`src/rtl/spi_reg_arbiter.sv`:
```
// ---------------------------------------------------------------------------
// spi_reg_arbiter
//
// Shares one register bus between the SPI slave (bus-side request pulses,
// already synchronised to HCLK) and an on-chip host port. One access is in
// flight at a time. Each access supports target wait states and is aborted
// after TIMEOUT cycles without reg_ready. SPI has fixed priority because the
// SPI slave cannot be stalled.
//
// Ports
//   HCLK, HRESETn        clock, asynchronous active-low reset
//   spi_wreq/spi_rreq    single-cycle SPI write/read request pulses
//   spi_addr/spi_wdata   SPI address and write data, stable with the pulse
//   spi_rdata            last SPI read result, held until the next SPI read
//   spi_ovf/spi_ovf_clr  sticky "SPI request dropped" flag and its clear
//   host_req/host_we     host level request (held until host_ack) and R/W
//   host_addr/host_wdata host address and write data
//   host_ack/host_rdata  host completion pulse and read result
//   reg_sel/reg_we       register bus access active / write qualifier
//   reg_addr/reg_wdata   register bus address and write data
//   reg_rdata/reg_ready  target read data and completion
//   err_timeout          one-cycle pulse when an access is aborted
// ---------------------------------------------------------------------------
module spi_reg_arbiter #(
    parameter int ADDR_W  = 12,
    parameter int DATA_W  = 32,
    parameter int TIMEOUT = 15
) (
    input  logic              HCLK,
    input  logic              HRESETn,
    // SPI side
    input  logic              spi_wreq,
    input  logic              spi_rreq,
    input  logic [ADDR_W-1:0] spi_addr,
    input  logic [DATA_W-1:0] spi_wdata,
    output logic [DATA_W-1:0] spi_rdata,
    output logic              spi_ovf,
    input  logic              spi_ovf_clr,
    // host side
    input  logic              host_req,
    input  logic              host_we,
    input  logic [ADDR_W-1:0] host_addr,
    input  logic [DATA_W-1:0] host_wdata,
    output logic              host_ack,
    output logic [DATA_W-1:0] host_rdata,
    // register bus
    output logic              reg_sel,
    output logic              reg_we,
    output logic [ADDR_W-1:0] reg_addr,
    output logic [DATA_W-1:0] reg_wdata,
    input  logic [DATA_W-1:0] reg_rdata,
    input  logic              reg_ready,
    output logic              err_timeout
);

    localparam int CNT_W = $clog2(TIMEOUT + 1);

    typedef enum logic [1:0] {
        ST_IDLE,
        ST_ACCESS,
        ST_DONE
    } state_t;

    // Registered state
    state_t              state_q;
    logic                pend_valid_q;
    logic                pend_we_q;
    logic [ADDR_W-1:0]   pend_addr_q;
    logic [DATA_W-1:0]   pend_wdata_q;
    logic                owner_host_q;   // 1 = current access belongs to host
    logic [CNT_W-1:0]    cnt_q;

    // Next-state values
    state_t              state_d;
    logic                pend_valid_d;
    logic                pend_we_d;
    logic [ADDR_W-1:0]   pend_addr_d;
    logic [DATA_W-1:0]   pend_wdata_d;
    logic                owner_host_d;
    logic [CNT_W-1:0]    cnt_d;
    logic [DATA_W-1:0]   spi_rdata_d;
    logic                spi_ovf_d;
    logic                host_ack_d;
    logic [DATA_W-1:0]   host_rdata_d;
    logic                reg_sel_d;
    logic                reg_we_d;
    logic [ADDR_W-1:0]   reg_addr_d;
    logic [DATA_W-1:0]   reg_wdata_d;
    logic                err_timeout_d;

    // Helpers
    logic                spi_pulse;
    logic                spi_grant;
    logic                load_ok;
    logic                ovf_set;
    logic [CNT_W-1:0]    cnt_inc;

    assign spi_pulse = spi_wreq | spi_rreq;
    assign cnt_inc   = cnt_q + CNT_W'(1);

    always_comb begin
        // NOTE: every variable gets a default before any branch so no path
        // leaves one unassigned, which would otherwise infer a latch.
        state_d       = state_q;
        pend_valid_d  = pend_valid_q;
        pend_we_d     = pend_we_q;
        pend_addr_d   = pend_addr_q;
        pend_wdata_d  = pend_wdata_q;
        owner_host_d  = owner_host_q;
        cnt_d         = cnt_q;
        spi_rdata_d   = spi_rdata;
        spi_ovf_d     = spi_ovf;
        host_ack_d    = 1'b0;
        host_rdata_d  = host_rdata;
        reg_sel_d     = reg_sel;
        reg_we_d      = reg_we;
        reg_addr_d    = reg_addr;
        reg_wdata_d   = reg_wdata;
        err_timeout_d = 1'b0;
        spi_grant     = 1'b0;
        load_ok       = 1'b0;
        ovf_set       = 1'b0;

        unique case (state_q)
            ST_IDLE: begin
                if (pend_valid_q) begin
                    spi_grant    = 1'b1;
                    owner_host_d = 1'b0;
                    reg_sel_d    = 1'b1;
                    reg_we_d     = pend_we_q;
                    reg_addr_d   = pend_addr_q;
                    reg_wdata_d  = pend_wdata_q;
                    cnt_d        = '0;
                    state_d      = ST_ACCESS;
                end else if (host_req && !spi_pulse) begin
                    // An SPI pulse arriving this cycle is granted next cycle;
                    // holding the host back here keeps SPI priority intact.
                    owner_host_d = 1'b1;
                    reg_sel_d    = 1'b1;
                    reg_we_d     = host_we;
                    reg_addr_d   = host_addr;
                    reg_wdata_d  = host_wdata;
                    cnt_d        = '0;
                    state_d      = ST_ACCESS;
                end
            end

            ST_ACCESS: begin
                if (reg_ready) begin
                    reg_sel_d  = 1'b0;
                    host_ack_d = owner_host_q;
                    if (!reg_we) begin
                        if (owner_host_q) host_rdata_d = reg_rdata;
                        else              spi_rdata_d  = reg_rdata;
                    end
                    state_d = ST_DONE;
                end else if (cnt_inc == CNT_W'(TIMEOUT)) begin
                    // TIMEOUT ACCESS cycles have elapsed without reg_ready.
                    reg_sel_d     = 1'b0;
                    host_ack_d    = owner_host_q;
                    err_timeout_d = 1'b1;
                    if (!reg_we) begin
                        if (owner_host_q) host_rdata_d = {DATA_W{1'b1}};
                        else              spi_rdata_d  = {DATA_W{1'b1}};
                    end
                    state_d = ST_DONE;
                end else begin
                    cnt_d = cnt_inc;
                end
            end

            ST_DONE: begin
                state_d = ST_IDLE;
            end

            default: begin
                state_d = ST_IDLE;
            end
        endcase

        // SPI capture stage: one-deep, refillable in the cycle it is granted.
        load_ok = !pend_valid_q || spi_grant;
        if (spi_grant) pend_valid_d = 1'b0;
        if (spi_pulse && load_ok) begin
            pend_valid_d = 1'b1;
            pend_we_d    = spi_wreq;      // write wins over a coincident read
            pend_addr_d  = spi_addr;
            pend_wdata_d = spi_wdata;
        end
        ovf_set = spi_pulse && (!load_ok || (spi_wreq && spi_rreq));
        if (ovf_set)          spi_ovf_d = 1'b1;
        else if (spi_ovf_clr) spi_ovf_d = 1'b0;
    end

    // NOTE: sequential state uses non-blocking assignments so every register
    // samples the pre-edge values regardless of statement order.
    always_ff @(posedge HCLK or negedge HRESETn) begin
        if (!HRESETn) begin
            state_q      <= ST_IDLE;
            pend_valid_q <= 1'b0;
            pend_we_q    <= 1'b0;
            pend_addr_q  <= '0;
            pend_wdata_q <= '0;
            owner_host_q <= 1'b0;
            cnt_q        <= '0;
            spi_rdata    <= '0;
            spi_ovf      <= 1'b0;
            host_ack     <= 1'b0;
            host_rdata   <= '0;
            reg_sel      <= 1'b0;
            reg_we       <= 1'b0;
            reg_addr     <= '0;
            reg_wdata    <= '0;
            err_timeout  <= 1'b0;
        end else begin
            state_q      <= state_d;
            pend_valid_q <= pend_valid_d;
            pend_we_q    <= pend_we_d;
            pend_addr_q  <= pend_addr_d;
            pend_wdata_q <= pend_wdata_d;
            owner_host_q <= owner_host_d;
            cnt_q        <= cnt_d;
            spi_rdata    <= spi_rdata_d;
            spi_ovf      <= spi_ovf_d;
            host_ack     <= host_ack_d;
            host_rdata   <= host_rdata_d;
            reg_sel      <= reg_sel_d;
            reg_we       <= reg_we_d;
            reg_addr     <= reg_addr_d;
            reg_wdata    <= reg_wdata_d;
            err_timeout  <= err_timeout_d;
        end
    end

endmodule
```
`config.mk`:
```
export PLATFORM = sky130hd
export DESIGN_NAME = spi_reg_arbiter
export DESIGN_NICKNAME = d
export VERILOG_FILES = /design/src/rtl/spi_reg_arbiter.sv
export SDC_FILE = /design/constraint.sdc
export NUM_CORES = 1
export LEC_CHECK = 0
export BUFFER_PORTS_ARGS = -buffer_cell sky130_fd_sc_hd__buf_2
export CAP_MARGIN = 10
export CORE_UTILIZATION = 53
export CTS_CLUSTER_DIAMETER = 80
export DETAILED_ROUTE_END_ITERATION = 12
export GPL_ROUTABILITY_DRIVEN = 0
export PLACE_DENSITY = 0.93
export SETUP_SLACK_MARGIN = 0.4
export SYNTH_ARGS = -nofsm -noshare
export SYNTH_HDL_FRONTEND = slang
export SYNTH_SLANG_ARGS = --single-unit
```
`constraint.sdc`:
```
create_clock -name HCLK -period 3.7 [get_ports HCLK]
set_input_delay 0.37 -clock HCLK [delete_from_list [all_inputs] [get_ports HCLK]]
set_output_delay 0.37 -clock HCLK [all_outputs]
set_load 0.01 [all_outputs]
```
* Yosys cells after proc, flatten, opt, wreduce, memory -nomap -nowiden *
Index checks and enable logic that the tools add are counted.
Widths: inputs -> output; s select.

storage, ports and cells
  flip-flop bits (word level) = 166
  input bits = 128
  output and inout bits = 113
  word-level logic and storage cells = 97

cells by class
  add/sub/neg operators = 1
  eq/ne operators = 12
  muxes and demuxes = 46
  bitwise logic cells = 1
  reduce and logical (&&, ||, !) cells = 21

operator list
  operator             number
  $mux 32              14
  $mux 12              2
  $mux 1               19
  $mux 4               4
  $ne 2x2->1 const B   7
  $reduce_and 6->1     2
  $reduce_bool 2->1    5
  $mux 2               4
  $pmux 4 s2           1
  $ne 3x3->1 const B   2
  $add 4x1->4 const B  1
  $eq 4x4->1 const B   1
  $logic_and 1x1->1    4
  $pmux 2 s2           1
  $reduce_and 2->1     2
  $reduce_and 4->1     1
  $logic_not 1->1      3
  $reduce_and 3->1     1
  $eq 2x1->1 const B   1
  $logic_not 2->1      1
  $logic_or 1x1->1     2
  $ne 2x1->1 const B   1
  $pmux 1 s2           1
  $or 1x1->1           1

* Longest topological paths before layout *
Gate-level depths: netlist of the first run.

  depth in word-level cells = 7
  gate-level depth with buffers = 8
  mapped depth without buffers = 6

* Least setup slack after synthesis of the first run *
No wires, ideal clock.

  kind = register to register
  from = register cnt_q[1]
  to = register host_rdata[10]
  library setup time = 121 ps
  data arrival time = 1797 ps
  required time = 3579 ps
  path slack = 1782 ps
  cell stages (with the launch flop) = 9
  path buffers = 2
  clock period less this slack = 1918 ps
  cell sequence = dfrtp_1 -> ha_1 -> or2b_2 -> o21ai_2 -> a311o_2 -> and3_4 -> buf_6 -> buf_6 -> o22a_1

between the ends
  longest elaborated chain between the ends = 4
  elaborated cells on any way between the ends = 6
  those cells by class = 1 x add/sub; 3 x eq/ne; 2 x reduce/logical

RTL lines
  item                                                              RTL line  source
  start, declared                                                   71        logic [CNT_W-1:0] cnt_q;
  start signal, assigned                                            222       cnt_q <= cnt_d;
  $add 4x1->4 *                                                     99        assign cnt_inc = cnt_q + CNT_W'(1);
  $eq 4x4->1 *                                                      157       end else if (cnt_inc == CNT_W'(TIMEOUT)) begin
  $ne 2x2->1 (no line) / $reduce_bool 2->1 (equally long branches)  --
  $reduce_and 6->1 (no line) *                                      --
  end signal, assigned                                              226       host_rdata <= host_rdata_d;
  end, declared                                                     45        output logic [DATA_W-1:0] host_rdata,

Mark *: on every way between the ends. The rest lies on a longest branch, timed or not.
A chain may end at the register's enable or synchronous reset.

* Worst setup path in the final report of the first run *
  from = register cnt_q[1]
  to = register host_rdata[26]

Same word-level chain as after synthesis.

==> results of run 1 <==
==> placed cells by master, fill, tap and decap left out, drive strengths merged, types with 2 or more instances in the layout <==
cell / count
nor2b: 2
clkbuf: 26
mux2i: 45
bufinv: 3
a311o: 2
nand2: 52
o21ai: 51
buf: 249
nand2b: 2
inv: 2
nor2: 5
nor4b: 2
mux2: 44
nor4: 2
o22a: 64
ha: 2
and3: 3
dfrtp: 166
a21oi: 3
nand3: 2
==> per-stage QoR <==
step / hold WS (ns) / cell area, sq um / cells / utilization, %
floorplan: 0.0744 / 6580 / 495 / -
global placement: 0.458 / 7920 / 878 / 65.7
detailed placement: 0.469 / 7920 / 878 / 65.7
CTS: 0.0678 / 8490 / 908 / 70.4
global route: 0.103 / 8490 / 908 / 70.4
finish: 0.0162 / 8490 / 908 / 70.4
==> worst max path at each step <==
stage          depth (start not counted)  slack (ns)               end
6_report                               6        1.48    host_rdata[26]
2_1_floorplan                          8        1.78    host_rdata[10]
5_1_grt                                7        1.34     spi_rdata[17]
3_3_place_gp                           5        1.65    pend_addr_q[3]
4_1_cts                                6        1.47    host_rdata[26]
3_5_place_dp                           5        1.50  pend_wdata_q[20]
==> metal layers <==
metal  wire [microns]  vias up  track usage, %  part of all wire (%)
met5               17        -               0                  0.11
met4              295        2            10.0                   1.8
met3             1230       28            8.45                   7.7
met2             7940      234            45.2                    50
met1             6480     2437            30.7                    41
li1                 -     2266               -                     -
==> cell type report <==
cell class	count	share of cell area [%]
inverter	2	0.0884
sequential	166	48.9
clock buffer	26	5.64
tap	168	2.47
timing repair buffer	249	15.2
clock inverter	4	1.12
multi-input combinational	293	26.6
==> power groups by stage <==
stage,sequential (uW),combinational (uW),clock [uW]
2_1_floorplan,3420,1420,0
3_3_place_gp,3170,2620,0
3_5_place_dp,3240,2750,0
4_1_cts,3230,2770,1770
5_1_grt,3330,3030,1850
6_report,3230,2740,1740
==> cell families (layout without fill, tap and decap cells) <==
logic type	after synthesis	after routing	synth area share [%]
simple gates	74	74	5.38
compound gates	128	128	14.0
fa+ha+maj	2	2	0.380
flops	166	166	63.1
mux	89	89	14.4
buf+inv	36	281	2.70
==> sequential cells by signal (all words and copies together) (netlist names), 2 cells and up <==
| name | flops |
|---|---|
| host_rdata | 32 |
| state_q | 2 |
| reg_addr | 12 |
| pend_addr_q | 12 |
| pend_wdata_q | 32 |
| reg_wdata | 32 |
| cnt_q | 4 |
| spi_rdata | 32 |
==> synthesized netlist by cell type (2+ instances only) <==
library cell / number / area, sq um
buf_2: 9 / 45.0
dfrtp_1: 166 / 4150
nand3_1: 2 / 10.0
ha_1: 2 / 25.0
inv_1: 2 / 7.51
nor2b_1: 2 / 12.5
nor2_1: 5 / 18.8
mux2_2: 44 / 495
buf_1: 4 / 15.0
o22a_1: 64 / 561
o21ai_0: 50 / 250
buf_6: 4 / 45.0
a21oi_1: 3 / 15.0
mux2i_1: 45 / 450
and3_1: 2 / 12.5
nand2_1: 52 / 195
clkbuf_1: 16 / 60.1
==> flow_metrics.tcl, run 1 <==
set metrics [dict create \
    status "finished clean" \
    rr_startpoint "cnt_q[1]" \
    firstDrtPassIters 4 \
    cts_tree "built" \
    power_leakage_uw 0.00428 \
    overflow 0 \
    fp.dieArea_sq_um 12900 \
    postCtsSetupBuffers 0 \
    cp_slowest_cell "and3_4" \
    hold_viol_final 0 \
    async_flop_share_pct 100 \
    crit_type "reg2reg" \
    yosys_warnings 0 \
    hp-class "in2async" \
    io_pins 241 \
    holdBufCountCts 0 \
    synth_edf_count 0 \
    finalSetupViolCount 0 \
    vias 4967 \
    wl_per_cell_microns 17.6 \
    die_width_microns 113 \
    drt_wl_total_microns 16000 \
    slew-limit-headroom_pct 41.1 \
    initial_core_util_pct 54.6 \
    cts_inserted_buffers 17 \
    nNetsFinal 859 \
    ir_drop_v 0.000424 \
    report.final.slew_viol_count 0 \
    regToRegSetupSlack_ns 1.48 \
    fin_tns_setup_ns 0 \
    grt_pass1_wl_microns 25700 \
    cp_top_family "simple AND/OR/NAND/NOR gates" \
    critPathBufInv 0 \
    period_minus_slack_ns 2.22 \
    syn_avg_cell_area_sq_um 13.3 \
    switching_share_pct 33.9 \
    yosysUniqueCellTypes 40 \
    crit_path_max_fanout 32 \
    rsz0062_at_grt "false" \
    antenna_found_initial 1 \
    syn-cell-area_sq_um 6580 \
    fmax_mhz 450 \
    setup_slack_ns 1.48 \
    grt_max_degree 97 \
    grt_pass1_vias 5136 \
    pre_cts_ws_ns 1.50 \
    cts_resized 0 \
    coreArea_sq_um 12100 \
    clock_latency_ns 0.42 \
    synth_nets 625 \
    synth_cells 495 \
    cp-startpoint "cnt_q[1]" \
    place_hpwl_microns 11400 \
    postRouteAntennaNets 0 \
    r2r_end "host_rdata[26]" \
    p_per_area_nw_per_um2 907 \
    port_buffers 240 \
    antennaDiodeCount 0 \
    seq_area_frac_synth_pct 63.1 \
    path_cells "ha_1 -> nand2b_2 -> nor4b_2 -> a311o_2 -> and3_4 -> o22a_1" \
    start_kind "flip-flop" \
    end_kind "flip-flop" \
    root_buffer "clkbuf_16" \
    clkTransAtPathRegs_ns 0.05 \
    critPathMaxStageDelay_ns 0.45 \
    r2r_cells 6 \
    p_total_uw 7710 \
    track_usage_pct 26.3 \
    drtIter0Drc 384 \
    max_cap_viol_count 0 \
    p_comb_share_pct 35.5 \
    h-tree-depth 4 \
    synth_seq_cells 166 \
    multi_input_area_sq_um 2260 \
    drc 0 \
    switching_power_uw 2620 \
    seq_area_sq_um 4160 \
    seqPwrFrac_pct 42.0 \
    die_y_microns 113 \
    routed_via_density 5.47 \
    num-fill-cells 803 \
    period_share_pct 60.0 \
    cts_sinks 166 \
    cp.required_ns 4.05 \
    drive_gt1_share_pct 44.3 \
    power.internal_uw 5090 \
    area_growth_pct 29.1 \
    cts.path.max_buffers 2 \
    tightestPinTransition_ns 0.883 \
    synth-main-ff-cell "dfrtp_1" \
    fin_skew_ns 0.00818 \
    cp.arrival_ns 2.57 \
    num_rows 40 \
    power_frac_clock_pct 22.5 \
]
Note: power is estimated with default switching activity, not from simulation.
==> run 2: changes to the inputs <==
- ABC_AREA: not set -> 1
- CORE_UTILIZATION: 53 -> 46
- PLACE_DENSITY: 0.93 -> 0.85
- clock period: 3.7 -> 1.8 ns (I/O delays scaled with it)
==> run 2 against run 1 <==
Largest cell class unchanged. Non-clock buffer count up 94. Combinational power rose to 3.9 times the previous value. Highest routed layer is now met4. Setup slack worse by 1.4 ns.
==> flow_metrics.tcl, run 2 <==
set metrics [dict create \
    cp_top_family "simple AND/OR/NAND/NOR gates" \
    grt_max_degree 92 \
    crit_type "reg2reg" \
    synthAdderAreaFrac_pct 0.343 \
    seq_area_frac_synth_pct 56.9 \
    pre_cts_ws_ns -0.00125 \
    synth-simple-area-share_pct 18.1 \
    cp-startpoint "cnt_q[0]" \
    rsz0062_at_grt "true" \
    synth_top_family_by_area "simple AND/OR/NAND/NOR gates" \
    num-fill-cells 963 \
    cts_tree "built" \
    overflow 0 \
    fin_skew_ns 0.0151 \
    crit_top_cell "nand2_2" \
    power_leakage_uw 0.00559 \
    hold_viol_final 0 \
    period_share_pct 95.7 \
    cts_inserted_buffers 17 \
    place_hpwl_microns 12500 \
    initial_core_util_pct 47.5 \
    ir_drop_v 0.00113 \
    synth_nets 851 \
    fp.dieArea_sq_um 16400 \
    ys_top_cells_by_count "166 x dfrtp_1, 155 x nand2_1, 50 x o21ai_0, 45 x or2_2, 44 x o21ai_1" \
    area_growth_pct 53.2 \
    clock_latency_ns 0.42 \
    setup_slack_ns 0.0765 \
    num_rows 45 \
    report.final.slew_viol_count 0 \
    synth-xor-area-share_pct 0 \
    cts.path.max_buffers 2 \
    postRouteAntennaNets 0 \
    fmax_mhz 580 \
    status "finished clean" \
    antennaDiodeCount 0 \
    vias 7275 \
    start_kind "flip-flop" \
    wl_per_cell_microns 22.0 \
    root_buffer "clkbuf_16" \
    crit_path_max_fanout 8 \
    mostFrequentLayoutCells "239 x buf_2, 166 x dfrtp_1, 90 x nand2_1, 64 x o21ai_2, 49 x nand2_2" \
    routed_via_density 5.70 \
    synth-main-ff-cell "dfrtp_1" \
    grt_pass1_wl_microns 34400 \
    synth_largest_area_cell "dfrtp_1" \
    synth_seq_cells 166 \
    tightestPinTransition_ns 0.665 \
    max_cap_viol_count 0 \
    p_per_area_nw_per_um2 1920 \
    h-tree-depth 4 \
    synth_cells 721 \
    antenna_found_initial 0 \
    critPathMaxStageDelay_ns 0.40 \
    hold_start "host_addr[1]" \
    layout_commonest_cell "buf_2" \
    cp_slowest_cell "dfrtp_1" \
    finalSetupViolCount 0 \
    firstDrtPassIters 6 \
    cp.arrival_ns 2.07 \
    synth_top_area_share_pct 56.9 \
    path_depth 9 \
    io_pins 241 \
    end_kind "flip-flop" \
    cp.required_ns 2.14 \
    r2r_cells 9 \
    synth_compound_area_share_pct 10.8 \
    drt_wl_total_microns 28100 \
    critPathBufInv 1 \
    grt_pass1_vias 6581 \
    track_usage_pct 27.5 \
    hp-class "in2reg" \
    cts_sinks 166 \
    period_minus_slack_ns 1.72 \
    drc 0 \
    path_cells "ha_2 -> nand2_2 -> nand2_2 -> nor2_4 -> nand3_4 -> nand2_8 -> buf_12 -> nand2_4 -> o21ai_2" \
    rr_startpoint "cnt_q[0]" \
    yosysMostFrequentCell "dfrtp_1" \
    async_flop_share_pct 100 \
    synth_area_leaders "dfrtp_1 57%, nand2_1 8.0%, mux2_2 6.0%, or2_2 3.9%, o21ai_2 3.8%" \
    die_width_microns 128 \
    min_path_cells 3 \
    yosys_warnings 0 \
    drive_gt1_share_pct 54.5 \
    slew-limit-headroom_pct 55.6 \
    final_util_pct 72.8 \
    synth_edf_count 0 \
    syn-cell-area_sq_um 7300 \
    nNetsFinal 1182 \
    clkTransAtPathRegs_ns 0.07 \
    syn_avg_cell_area_sq_um 10.1 \
    port_buffers 240 \
    die_y_microns 128 \
    yosysUniqueCellTypes 30 \
    synthMuxAreaShare_pct 6.79 \
    drtIter0Drc 578 \
    coreArea_sq_um 15400 \
]
==> run 2: cell types whose count changed in the layout (fill, tap and decap cells not counted), moves of 39 or more <==
cell	change
o22a_1	-64
o21ai_2	+63
nand2_2	+48
dlygate4sd3_1	+47
mux2i_1	-45
mux2_2	-43
mux2_4	+43
or2_2	+43
nand2_1	+39
==> run 2: cells by family (layout without fill, tap and decap cells) <==
group,count (synthesis),in the layout
fa+ha+maj,2,2
simple gates,285,290
mux,44,44
buf+inv,93,432
compound gates,131,131
flops,166,166
==> run 2: layout make-up <==
cell class / count / area [sq um] / area share, %
Timing Repair inverter: 9 / 120 / 1.07
Multi-Input combinational cell: 467 / 3320 / 29.7
Clock inverter: 13 / 165 / 1.48
Timing Repair Buffer: 343 / 2500 / 22.4
Inverter: 48 / 213 / 1.90
Clock buffer: 19 / 443 / 3.96
Sequential cell: 166 / 4150 / 37.1
Tap cell: 211 / 264 / 2.36
==> run 2: through the flow <==
stage,cell area (sq um),hold slack (ns),cells,TNS (ns),total power (uW)
after floorplan,7320,-0.116,721,0,11200
after global placement,8630,0.157,1143,0,13000
after detailed placement,8630,0.166,1143,-0.00125,13300
after CTS,10200,0.00533,1243,0,18500
after global routing,11200,0.0294,1276,0,22400
final,11200,0.0183,1276,0,21500
==> run 2: power breakdown <==
part	internal [uW]	total, uW	leakage, uW	switching [uW]
Combinational	4900	10800	0.00329	5850
Clock	2130	3780	0.000288	1650
Sequential	5580	6970	0.00202	1390
==> run 2: repair_timing <==
item,in CTS,in global routing
cloned,7,17
endpoints found under the hold margin,86,2
buffers inserted,16,14
resized for setup,53,181
pin swaps,5,14
endpoints found under the setup margin,157,144
hold buffers,45,2
==> run 2: worst reg2reg max path, cell delays in order (launching register included) <==
cell     delay (ns)
dfrtp_1        0.40
ha_2           0.21
nand2_2        0.07
nand2_2        0.07
nor2_4         0.13
nand3_4        0.12
nand2_8        0.11
buf_12         0.17
nand2_4        0.16
o21ai_2        0.22
==> run 2: worst paths after layout <==
path / end / slack (ns)
worst max register to register: spi_rdata[19] / 0.08
worst min-delay path: reg_addr[1] / 0.02
worst min register to register: host_rdata[0] / 0.48
max in group asynchronous: spi_rdata[20] / 0.79
min in group asynchronous: host_rdata[6] / 0.30
worst max-delay path: spi_rdata[19] / 0.08
==> run 2: metal layers <==
metal	global-route usage, %	vias up	wire [microns]
met5	0	-	0
met4	12.7	0	1760
met3	7.05	143	3040
met2	45.6	593	13500
met1	33.7	3489	9810
li1	-	3050	-
==> run 3: changes to the inputs <==
- SETUP_SLACK_MARGIN: 0.4 -> not set
==> run 3 against run 2 <==
First-iteration DRC count decreased by 37%. Critical path depth increased by 1. Clock skew decreased by 0.0036 ns. Largest cell class unchanged. Critical path type unchanged. Critical endpoint is now spi_rdata[29]. Worst hold slack about the same. Die area unchanged. Power decreased by 19%.
==> flow_metrics.tcl, run 3 (same netlist as run 2, synthesis figures left out) <==
set metrics [dict create \
    status "finished clean" \
    critPathMaxStageDelay_ns 0.41 \
    grt_pass1_wl_microns 30900 \
    multi_input_area_sq_um 2640 \
    cts_sinks 166 \
    antennaDiodeCount 0 \
    num-fill-cells 1165 \
    cts.path.max_buffers 2 \
    track_usage_pct 24.3 \
    period_minus_slack_ns 1.68 \
    drt_wl_total_microns 19400 \
    crit_top_cell "nand2_1" \
    cp.required_ns 2.10 \
    period_share_pct 93.2 \
    nNetsFinal 1131 \
    drive_gt1_share_pct 41.6 \
    final_cell_area_sq_um 9770 \
    cp_slowest_cell "dfrtp_1" \
    antenna_found_initial 0 \
    fin_skew_ns 0.0115 \
    seq_area_sq_um 4150 \
    wl_per_cell_microns 15.8 \
    r2r_end "spi_rdata[29]" \
    place_hpwl_microns 12400 \
    max_cap_viol_count 0 \
    p_per_area_nw_per_um2 1790 \
    power_leakage_uw 0.00496 \
    die_y_microns 128 \
    min_path_cells 2 \
    clkTransAtPathRegs_ns 0.07 \
    start_kind "flip-flop" \
    placed_area_sq_um 8700 \
    tightestPinTransition_ns 0.622 \
    drtIter0Drc 366 \
    h-tree-depth 4 \
    ir_drop_v 0.00151 \
    slew-limit-headroom_pct 58.5 \
    layout_commonest_cell "buf_2" \
    rr_startpoint "cnt_q[0]" \
    root_buffer "clkbuf_16" \
    die_width_microns 128 \
    overflow 0 \
    r2r_cells 10 \
    fin_tns_setup_ns 0 \
    regToRegSetupSlack_ns 0.12 \
    fp.dieArea_sq_um 16400 \
    hp-class "in2reg" \
    firstDrtPassIters 5 \
    postRouteAntennaNets 0 \
    rsz0062_at_grt "false" \
    io_pins 241 \
    hold_viol_final 0 \
    cts_tree "built" \
    dp.cells 1148 \
    cp.arrival_ns 1.98 \
    hold_ws_ns 0.0182 \
    area_growth_pct 33.8 \
    crit_type "reg2reg" \
    mostFrequentLayoutCells "239 x buf_2, 166 x dfrtp_1, 155 x nand2_1, 50 x o21ai_0" \
    end_kind "flip-flop" \
    p_total_uw 17400 \
    routed_via_density 5.08 \
    vias 6223 \
    finalSetupViolCount 0 \
    num_rows 45 \
    cp-startpoint "cnt_q[0]" \
    fmax_mhz 596 \
    initial_core_util_pct 47.5 \
    crit_path_max_fanout 21 \
    report.final.slew_viol_count 0 \
    grt_max_degree 92 \
    clock_latency_ns 0.42 \
    endpoint "spi_rdata[29]" \
    port_buffers 240 \
    drc 0 \
    cts_inserted_buffers 17 \
    postCtsSetupBuffers 0 \
    grt_pass1_vias 6165 \
    path_cells "ha_1 -> nand2_1 -> nand2_2 -> nor2_4 -> nand3_2 -> nand2_4 -> nand2_8 -> buf_12 -> nand2_1 -> o21ai_2" \
    coreArea_sq_um 15400 \
    final-instance-count-excl-fill 1225 \
]
run 3: changes by cell type in the layout (fill, tap and decap cells not counted), sizes merged:
cell	delta
nand2	-5
dlygate4sd3	-2
inv	-5
clkinv	-2
buf	-31
clkinvlp	-2
clkbuf	-4
run 3: metrics by stage:
| stage | worst slack [ns] | util, % |
|---|---|---|
| after global routing | 0.00696 | 63.5 |
| after global placement | 0.141 | 56.6 |
| final | 0.123 | 63.5 |
| after floorplan | 0.276 | - |
| after detailed placement | 0.0839 | 56.6 |
| after CTS | 0.0512 | 63.4 |
run 3: worst max-delay path, delay by kind of cell (launching register included):
family	cells	cell delay (ns)
and+or+nand+nor	7	0.67
adders and majority gates	1	0.22
buffers and inverters	1	0.19
DFF	1	0.41
AOI/OAI and AO/OA	1	0.06
run 3: cell type report:
class | instances | area share [%]
Sequential cell | 166 | 42.5
Clock buffer | 19 | 4.53
Multi-Input combinational cell | 462 | 27.0
Clock inverter | 13 | 1.67
Timing Repair Buffer | 306 | 19.6
Inverter | 48 | 1.91
Tap cell | 211 | 2.70
run 3: power by group:
| part | switching [uW] | internal (uW) | leakage (uW) |
|---|---|---|---|
| logic | 3980 | 3120 | 0.00265 |
| registers | 1030 | 5580 | 0.00202 |
| clock network | 1590 | 2140 | 0.000295 |
| total | 6610 | 10800 | 0.00496 |
run 3: repair_timing:
| item | in CTS | in global routing |
|---|---|---|
| setup endpoints to repair | 0 | 16 |
| gates resized for setup | 0 | 3 |
| endpoints found under the hold margin | 88 | 1 |
| hold buffers | 44 | 1 |
run 3: routing by layer:
layer  track usage [%]  wire length [microns]  share of wire, %
met1              30.0                   7960                41
met4              8.44                    420               2.2
met3              7.10                   1610               8.3
met5                 0                      0                 0
met2              40.7                   9370                48
run 3: worst min path at each step:
stage	startpoint	endpoint	slack (ns)
floorplan	HRESETn	cnt_q[0]	-0.12
global placement	HRESETn	host_rdata[7]	0.17
detailed placement	HRESETn	host_rdata[3]	0.17
CTS	spi_addr[0]	pend_addr_q[0]	0.0009
global route	spi_wdata[9]	pend_wdata_q[9]	0.002
finish	spi_wdata[9]	pend_wdata_q[9]	0.02
